[src/rtl/im_loader_pkg.sv]
// Shared types and defaults for the instruction-memory loader.
// IM_LOADER_CHECKSUM_EN adds the CSUM state.
package im_loader_pkg;

    localparam int unsigned BYTE_W     = 8;
    localparam int unsigned ADDR_W_DEF = 4;
    localparam int unsigned DATA_W_DEF = 9;
    localparam int unsigned DEPTH_DEF  = 16;

    typedef enum logic [2:0] {
        S_IDLE,
        S_LOW,
        S_HIGH,
        S_WRITE,
        S_DONE
`ifdef IM_LOADER_CHECKSUM_EN
        ,
        S_CSUM
`endif
    } state_t;

endpackage

[src/rtl/im_loader_csum.sv]
// Modulo-256 running byte sum with clear/add and an equality compare.
// Only instantiated when IM_LOADER_CHECKSUM_EN is defined.
module im_loader_csum
    import im_loader_pkg::*;
(
    input  logic              clk,
    input  logic              reset,
    input  logic              clr,
    input  logic              add_en,
    input  logic [BYTE_W-1:0] add_data,
    input  logic [BYTE_W-1:0] cmp_data,
    output logic              match
);

    logic [BYTE_W-1:0] sum_q;
    logic [BYTE_W-1:0] sum_d;

    always_ff @(posedge clk or posedge reset) begin
        if (reset) sum_q <= '0;
        else       sum_q <= sum_d;
    end

    always_comb begin
        sum_d = sum_q;
        if (clr)         sum_d = '0;
        else if (add_en) sum_d = sum_q + add_data;
    end

    assign match = (sum_q == cmp_data);

endmodule

[src/rtl/im_loader.sv]
// Packs a byte stream into 9-bit instruction words, writes them to
// instruction memory and stalls the CPU until a clean image is loaded.
// Optional IM_LOADER_CHECKSUM_EN: trailing checksum byte verified in CSUM.
module im_loader
    import im_loader_pkg::*;
#(
    parameter int unsigned ADDR_W = ADDR_W_DEF,
    parameter int unsigned DATA_W = DATA_W_DEF,
    parameter int unsigned DEPTH  = DEPTH_DEF
) (
    input  logic              clk,
    input  logic              reset,
    input  logic              start,
    input  logic              in_valid,
    input  logic [BYTE_W-1:0] in_data,
    output logic              in_ready,
    output logic              we,
    output logic [ADDR_W-1:0] wr_addr,
    output logic [DATA_W-1:0] wr_data,
    output logic              busy,
    output logic              done,
    output logic              cpu_hold,
    output logic              err
);

    state_t            state_q, state_d;
    logic [ADDR_W-1:0] cnt_q, cnt_d;
    logic [DATA_W-1:0] word_q, word_d;
    logic              err_q, err_d;

    logic hs;
    logic restart;
    logic last_word;

    assign hs        = in_valid && in_ready;
    assign restart   = start && (state_q == S_IDLE || state_q == S_DONE);
    assign last_word = (cnt_q == ADDR_W'(DEPTH - 1));

`ifdef IM_LOADER_CHECKSUM_EN
    logic csum_match;

    im_loader_csum u_csum (
        .clk      (clk),
        .reset    (reset),
        .clr      (restart),
        .add_en   (hs && (state_q == S_LOW || state_q == S_HIGH)),
        .add_data (in_data),
        .cmp_data (in_data),
        .match    (csum_match)
    );
`endif

    always_ff @(posedge clk or posedge reset) begin
        if (reset) begin
            state_q <= S_IDLE;
            cnt_q   <= '0;
            word_q  <= '0;
            err_q   <= 1'b0;
        end else begin
            state_q <= state_d;
            cnt_q   <= cnt_d;
            word_q  <= word_d;
            err_q   <= err_d;
        end
    end

    always_comb begin
        state_d = state_q;
        case (state_q)
            S_IDLE:  if (start) state_d = S_LOW;
            S_LOW:   if (hs)    state_d = S_HIGH;
            S_HIGH:  if (hs)    state_d = S_WRITE;
            S_WRITE: begin
                if (last_word) begin
`ifdef IM_LOADER_CHECKSUM_EN
                    state_d = S_CSUM;
`else
                    state_d = S_DONE;
`endif
                end else begin
                    state_d = S_LOW;
                end
            end
            S_DONE:  if (start) state_d = S_LOW;
`ifdef IM_LOADER_CHECKSUM_EN
            S_CSUM:  if (hs)    state_d = S_DONE;
`endif
            default: state_d = S_IDLE;
        endcase
    end

    always_comb begin
        cnt_d  = cnt_q;
        word_d = word_q;
        err_d  = err_q;
        if (restart) begin
            cnt_d = '0;
            err_d = 1'b0;
        end
        if (state_q == S_LOW && hs) begin
            word_d                = '0;
            word_d[BYTE_W-1:0]    = in_data;
        end
        if (state_q == S_HIGH && hs) begin
            word_d[DATA_W-1] = in_data[0];
            // Malformed high byte is flagged but the word is still written.
            if (in_data[BYTE_W-1:1] != '0) err_d = 1'b1;
        end
        if (state_q == S_WRITE && !last_word) cnt_d = cnt_q + 1'b1;
`ifdef IM_LOADER_CHECKSUM_EN
        if (state_q == S_CSUM && hs && !csum_match) err_d = 1'b1;
`endif
    end

    always_comb begin
        in_ready = 1'b0;
        busy     = 1'b0;
        case (state_q)
            S_LOW, S_HIGH: begin
                in_ready = 1'b1;
                busy     = 1'b1;
            end
            S_WRITE: busy = 1'b1;
`ifdef IM_LOADER_CHECKSUM_EN
            S_CSUM: begin
                in_ready = 1'b1;
                busy     = 1'b1;
            end
`endif
            default: ;
        endcase
        we      = (state_q == S_WRITE);
        done    = (state_q == S_DONE);
        err     = err_q;
        wr_addr = cnt_q;
        wr_data = word_q;
        // A restart pulse in DONE re-stalls the CPU before the state changes.
        cpu_hold = !(state_q == S_DONE && !err_q && !start);
    end

endmodule

[config.mk]
export PLATFORM = sky130hd
export DESIGN_NAME = im_loader
export DESIGN_NICKNAME = d
export VERILOG_FILES = /design/src/rtl/im_loader_pkg.sv /design/src/rtl/im_loader_csum.sv /design/src/rtl/im_loader.sv
export SDC_FILE = /design/constraint.sdc
export NUM_CORES = 1
export LEC_CHECK = 0
export BUFFER_PORTS_ARGS = -buffer_cell sky130_fd_sc_hd__buf_2
export CORE_ASPECT_RATIO = 0.6
export CORE_MARGIN = 1
export CORE_UTILIZATION = 29
export DETAILED_ROUTE_END_ITERATION = 10
export PLACE_DENSITY = 0.52
export SLEW_MARGIN = 20
export SYNTH_ARGS = -nofsm -noshare
export SYNTH_HDL_FRONTEND = slang
export SYNTH_SLANG_ARGS = --single-unit
[constraint.sdc]
create_clock -name clk -period 1.5 [get_ports clk]
set_input_delay 0.3 -clock clk [delete_from_list [all_inputs] [get_ports clk]]
set_output_delay 0.3 -clock clk [all_outputs]
set_load 0.02 [all_outputs]
======== Yosys cells after proc, flatten, opt, wreduce, memory -nomap -nowiden ========
Cells that the tools add are included.
operators by class
  shift operators ......................... 0
  $mul .................................... 0
  $lt $le $gt $ge ......................... 0
  reduce and logical (&&, ||, !) cells .... 20
  bitwise operators ....................... 0
  mux-type cells .......................... 14
  divide/modulo/power cells ............... 0
  eq/ne operators ......................... 8
  $add $sub $neg .......................... 1
operators by type and width
  kind                                                  number
  two-way mux 3 bit                                     4
  one-hot mux 3 bit (4 select lines)                    1
  two-way mux 9 bit                                     1
  two-way mux 4 bit                                     2
  logical AND 1 bit                                     7
  nonzero test 7 bit                                    1
  equality test 3 x 2 -> 1 bit (second input constant)  2
  two-way mux 1 bit                                     6
  adder 4 x 1 -> 4 bit (second input constant)          1
  equality test 4 bit (second input constant)           1
  logical NOT 1 bit                                     4
  != test 2 bit (second input constant)                 2
  nonzero test 2 bit                                    2
  OR reduction 2 bit                                    2
  equality test 3 x 1 -> 1 bit (second input constant)  1
  equality test 3 bit (second input constant)           1
  logical NOT 3 bit                                     1
  AND reduction 3 bit                                   1
  OR reduction 3 bit                                    1
  != test 2 x 1 -> 1 bit (second input constant)        1
  logical OR 1 bit                                      1
storage, ports and cells
  bits in latches ......................... 0
  input port bits ......................... 12
  flip-flop bits (word level) ............. 17
  memories ................................ 0
  output and inout port bits .............. 19
  bits in read-only memories .............. 0
  RAM bits ................................ 0

======== Logic depth before layout (Yosys ltp) ========
  word-level depth ........................ 7
  mapped depth ............................ 4

======== Worst setup path after synthesis ========
OpenSTA, ideal clock, no wires.
  path kind ............................... register to output
  start point ............................. register state_q[0]
  end point ............................... output cpu_hold
  stages on the path, launching flop included .. 4
  data arrival time ....................... 1,035 ps
  data required time ...................... 1,200 ps
  path slack .............................. 165 ps
  path through ............................ dfrtp_1 nor2_1 nand2_1 or3_1
between the ends
  word-level cells in the longest chain between the ends .. 4
RTL lines
  element                          RTL line          source
  from (decl)                      im_loader.sv:26   state_t state_q, state_d;
  from (signal assigned)           im_loader.sv:60   state_q <= state_d;
  equality test 3 bit              im_loader.sv:138  cpu_hold = !(state_q == S_DONE && !err_q && !start);
  logical AND 1 bit (2 in series)  im_loader.sv:138
  logical NOT 1 bit                im_loader.sv:138
  to (decl)                        im_loader.sv:22   output logic cpu_hold,
Every way passes these cells.

======== Worst setup path after layout ========
  start point ............................. register state_q[1]
  end point ............................... output cpu_hold
Same word-level chain as after synthesis.

==> flow_metrics.tcl <==
set metrics [dict create \
    status "finished, violations left" \
    failed_checks "DRC, setup timing" \
    top_layer "met4" \
    drt-total-wl_um 1760 \
    dr.pass1.iters 7 \
    ys_top_cells_by_area "dfrtp_1 51%, mux2_4 14%, mux2i_1 3.6%" \
    grt_pass1_vias 611 \
    grt_pass1_wl_um 2880 \
    boundaryPins 31 \
    portBuffers 30 \
    die_height_um 43.6 \
    fp.dieArea_mm2 0.00310 \
    start_util_pct 32.0 \
    synth-edff-count 0 \
    via_per_inst 4.68 \
    grt_max_degree 18 \
    overflow 0 \
    synth_warnings 0 \
    yosysSeqAreaShare_pct 51.0 \
    grt_antenna_before_repair 0 \
    n_antenna_cell 0 \
    powerDensity_mw_per_mm2 2090 \
    rows 14 \
    worst_pin_slew_ns 0.230 \
    power_frac_comb_pct 51.7 \
    area_growth_pct 33.1 \
    synth_ff_type "dfrtp_1" \
    p_sw_uw 914 \
    setup_viol 2 \
    synthesis.nets 80 \
    hold_class "input pin to asynchronous set/reset pin" \
    hold_violations 0 \
    path_cells "nor2_2 > nand2_1 > or3_1 > buf_2" \
    m1WireLength_um 887 \
    nets 118 \
    first_iter_violations 14 \
    finalPower_mw 2.33 \
    clk_latency_ns 0.25 \
    period_share_pct 107 \
    r2r_cells 4 \
    drt-wirelength-per-cell_um 13.0 \
    drc_errors 2 \
    cp_slowest_cell "dfrtp_1" \
    fp.dieW_um 71.3 \
    fp.coreArea_mm2 0.00261 \
    p_int_mw 1.41 \
    syn_inst 67 \
    netSwitchingFraction_pct 39.3 \
    clock_skew_ns 0.00504 \
    pwr-share-seq_pct 33.8 \
    timing.hold.ws_ns 0.0490 \
    final_common_cell "buf_2" \
    h-tree-depth 1 \
    ir_drop_mv 0.771 \
    p_leak_nw 0.574 \
    netlist.area_leader.share_pct 51.0 \
    drtAntennaViolNets 0 \
    synth_top_cell_by_area "dfrtp_1" \
    critPathArrivalTime_ns 1.31 \
    grt_usage_pct 12.7 \
    rrSetupSlack_ns 0.12 \
    rsz0062_at_grt "yes" \
    syn_area_um2 835 \
    final_cell_mix "29 x buf_2, 16 x dfrtp_1, 8 x mux2_4, 7 x nand2_1, 5 x buf_4" \
    p_clk_share_pct 14.6 \
    setup-tns-final_ns -0.173 \
    cp.required_ns 1.20 \
    clockRootBuffer "clkbuf_8" \
    path_clk_slew_ns 0.06 \
    met3_length_um 99 \
    cts_buffers 3 \
    place.gp.congestion 0.766 \
    path_buf_inv 1 \
    r2r-start "state_q[0]" \
    slowest_delay_ns 0.40 \
    async_reset_ff_share_pct 100 \
    end_kind "output pin" \
    crit_fanout 4 \
    wl_met2_um 762 \
    max_clock_freq_ghz 0.621 \
    fillerInstances 251 \
    cp_top_family "simple AND/OR/NAND/NOR gates" \
    hpwlAfterDp_um 1390 \
    drive_gt1_share_pct 50.0 \
    startpoint_type "flop" \
    clockBufferDepth 2 \
    syn_area_per_cell_um2 12.5 \
    min_period_ns 1.61 \
    max_cap_violations 0 \
    finalMaxSlewViolations 0 \
    clock-sinks 17 \
    timing_worst_setup_path_type "flop to output pin" \
    yosysUniqueCellTypes 26 \
    cts_tree "built" \
    r2r-end "wr_addr[2]" \
    slew_headroom_pct 84.5 \
    fin_ws_ns -0.110 \
    ys_ff_latch 17 \
    vias 636 \
]
tightest hold or removal path, stage by stage:
cell and delay [ns]:
buf_2 0.09, inv_1 0.04, buf_4 0.23
logic make-up (layout without fill, tap and decap cells):
group	count (synthesis)	in the layout	share of synthesized area [%]
compound gates	8	8	7.35
xor+xnor	2	2	2.10
fa+ha+maj	1	1	1.50
buf+inv	6	43	3.60
flops	17	17	51.0
mux	12	12	19.3
simple gates	21	21	15.1
repair_timing:
action | 4_1_cts | 5_1_grt
pin swaps | 1 | 1
resized for setup | 2 | 1
hold buffers | 0 | 0
endpoints found under the setup margin | 3 | 3
endpoints found under the hold margin | 0 | 0
setup buffers | 1 | 0
per-stage QoR:
| step | utilization, % | worst slack [ns] | cell area (um2) | std cells |
|---|---|---|---|---|
| 5_1_grt | 42.6 | -0.176 | 1110 | 136 |
| 3_3_place_gp | 40.3 | 0.136 | 1050 | 131 |
| 3_5_place_dp | 40.3 | 0.116 | 1050 | 131 |
| 6_report | 42.6 | -0.110 | 1110 | 136 |
| 4_1_cts | 42.5 | -0.132 | 1110 | 136 |
| 2_1_floorplan | - | 0.165 | 835 | 67 |
how the worst max path moves through the flow:
stage / from / to / slack (ns) / cells after the start
after CTS: state_q[1] / cpu_hold / -0.13 / 4
after floorplan: state_q[0] / cpu_hold / 0.16 / 3
after global routing: state_q[1] / cpu_hold / -0.18 / 4
final: state_q[1] / cpu_hold / -0.11 / 4
after global placement: state_q[1] / cpu_hold / 0.14 / 4
after detailed placement: state_q[1] / cpu_hold / 0.12 / 4
layout make-up:
type                            count  area [um2]  area share (%)
Inverter                            4        15.0            1.35
Clock buffer                        4        45.0            4.05
Timing Repair Buffer               35         203            18.2
Tap cell                           32        40.0            3.60
Multi-Input combinational cell     44         382            34.3
Sequential cell                    17         427            38.4
power groups by stage:
stage | clock (mW) | sequential [mW] | combinational (mW)
finish | 0.339 | 0.785 | 1.20
global route | 0.374 | 0.813 | 1.29
CTS | 0.351 | 0.789 | 1.22
detailed placement | 0 | 0.789 | 1.18
global placement | 0 | 0.789 | 1.17
floorplan | 0 | 1.00 | 0.577
state kept, by name, summed over array words and instances, names as in the netlist:
signal / cells
wr_data: 9
err: 1
state_q: 3
wr_addr: 4
layer usage:
layer	global-route usage, %	up-vias
met3	5.81	2
li1	-	311
met1	17.3	308
met2	18.3	15
met4	3.60	0
met5	0	-
synthesized netlist by cell type (2+ instances only):
master	n
dfrtp_1	17
mux2_4	8
nand2_1	7
inv_1	4
mux2i_1	3
nor2_1	3
a21oi_1	2
nand2b_1	2
nand3_1	2
nand3b_1	2
o211ai_1	2
Note: power is estimated with default switching activity, not from simulation.
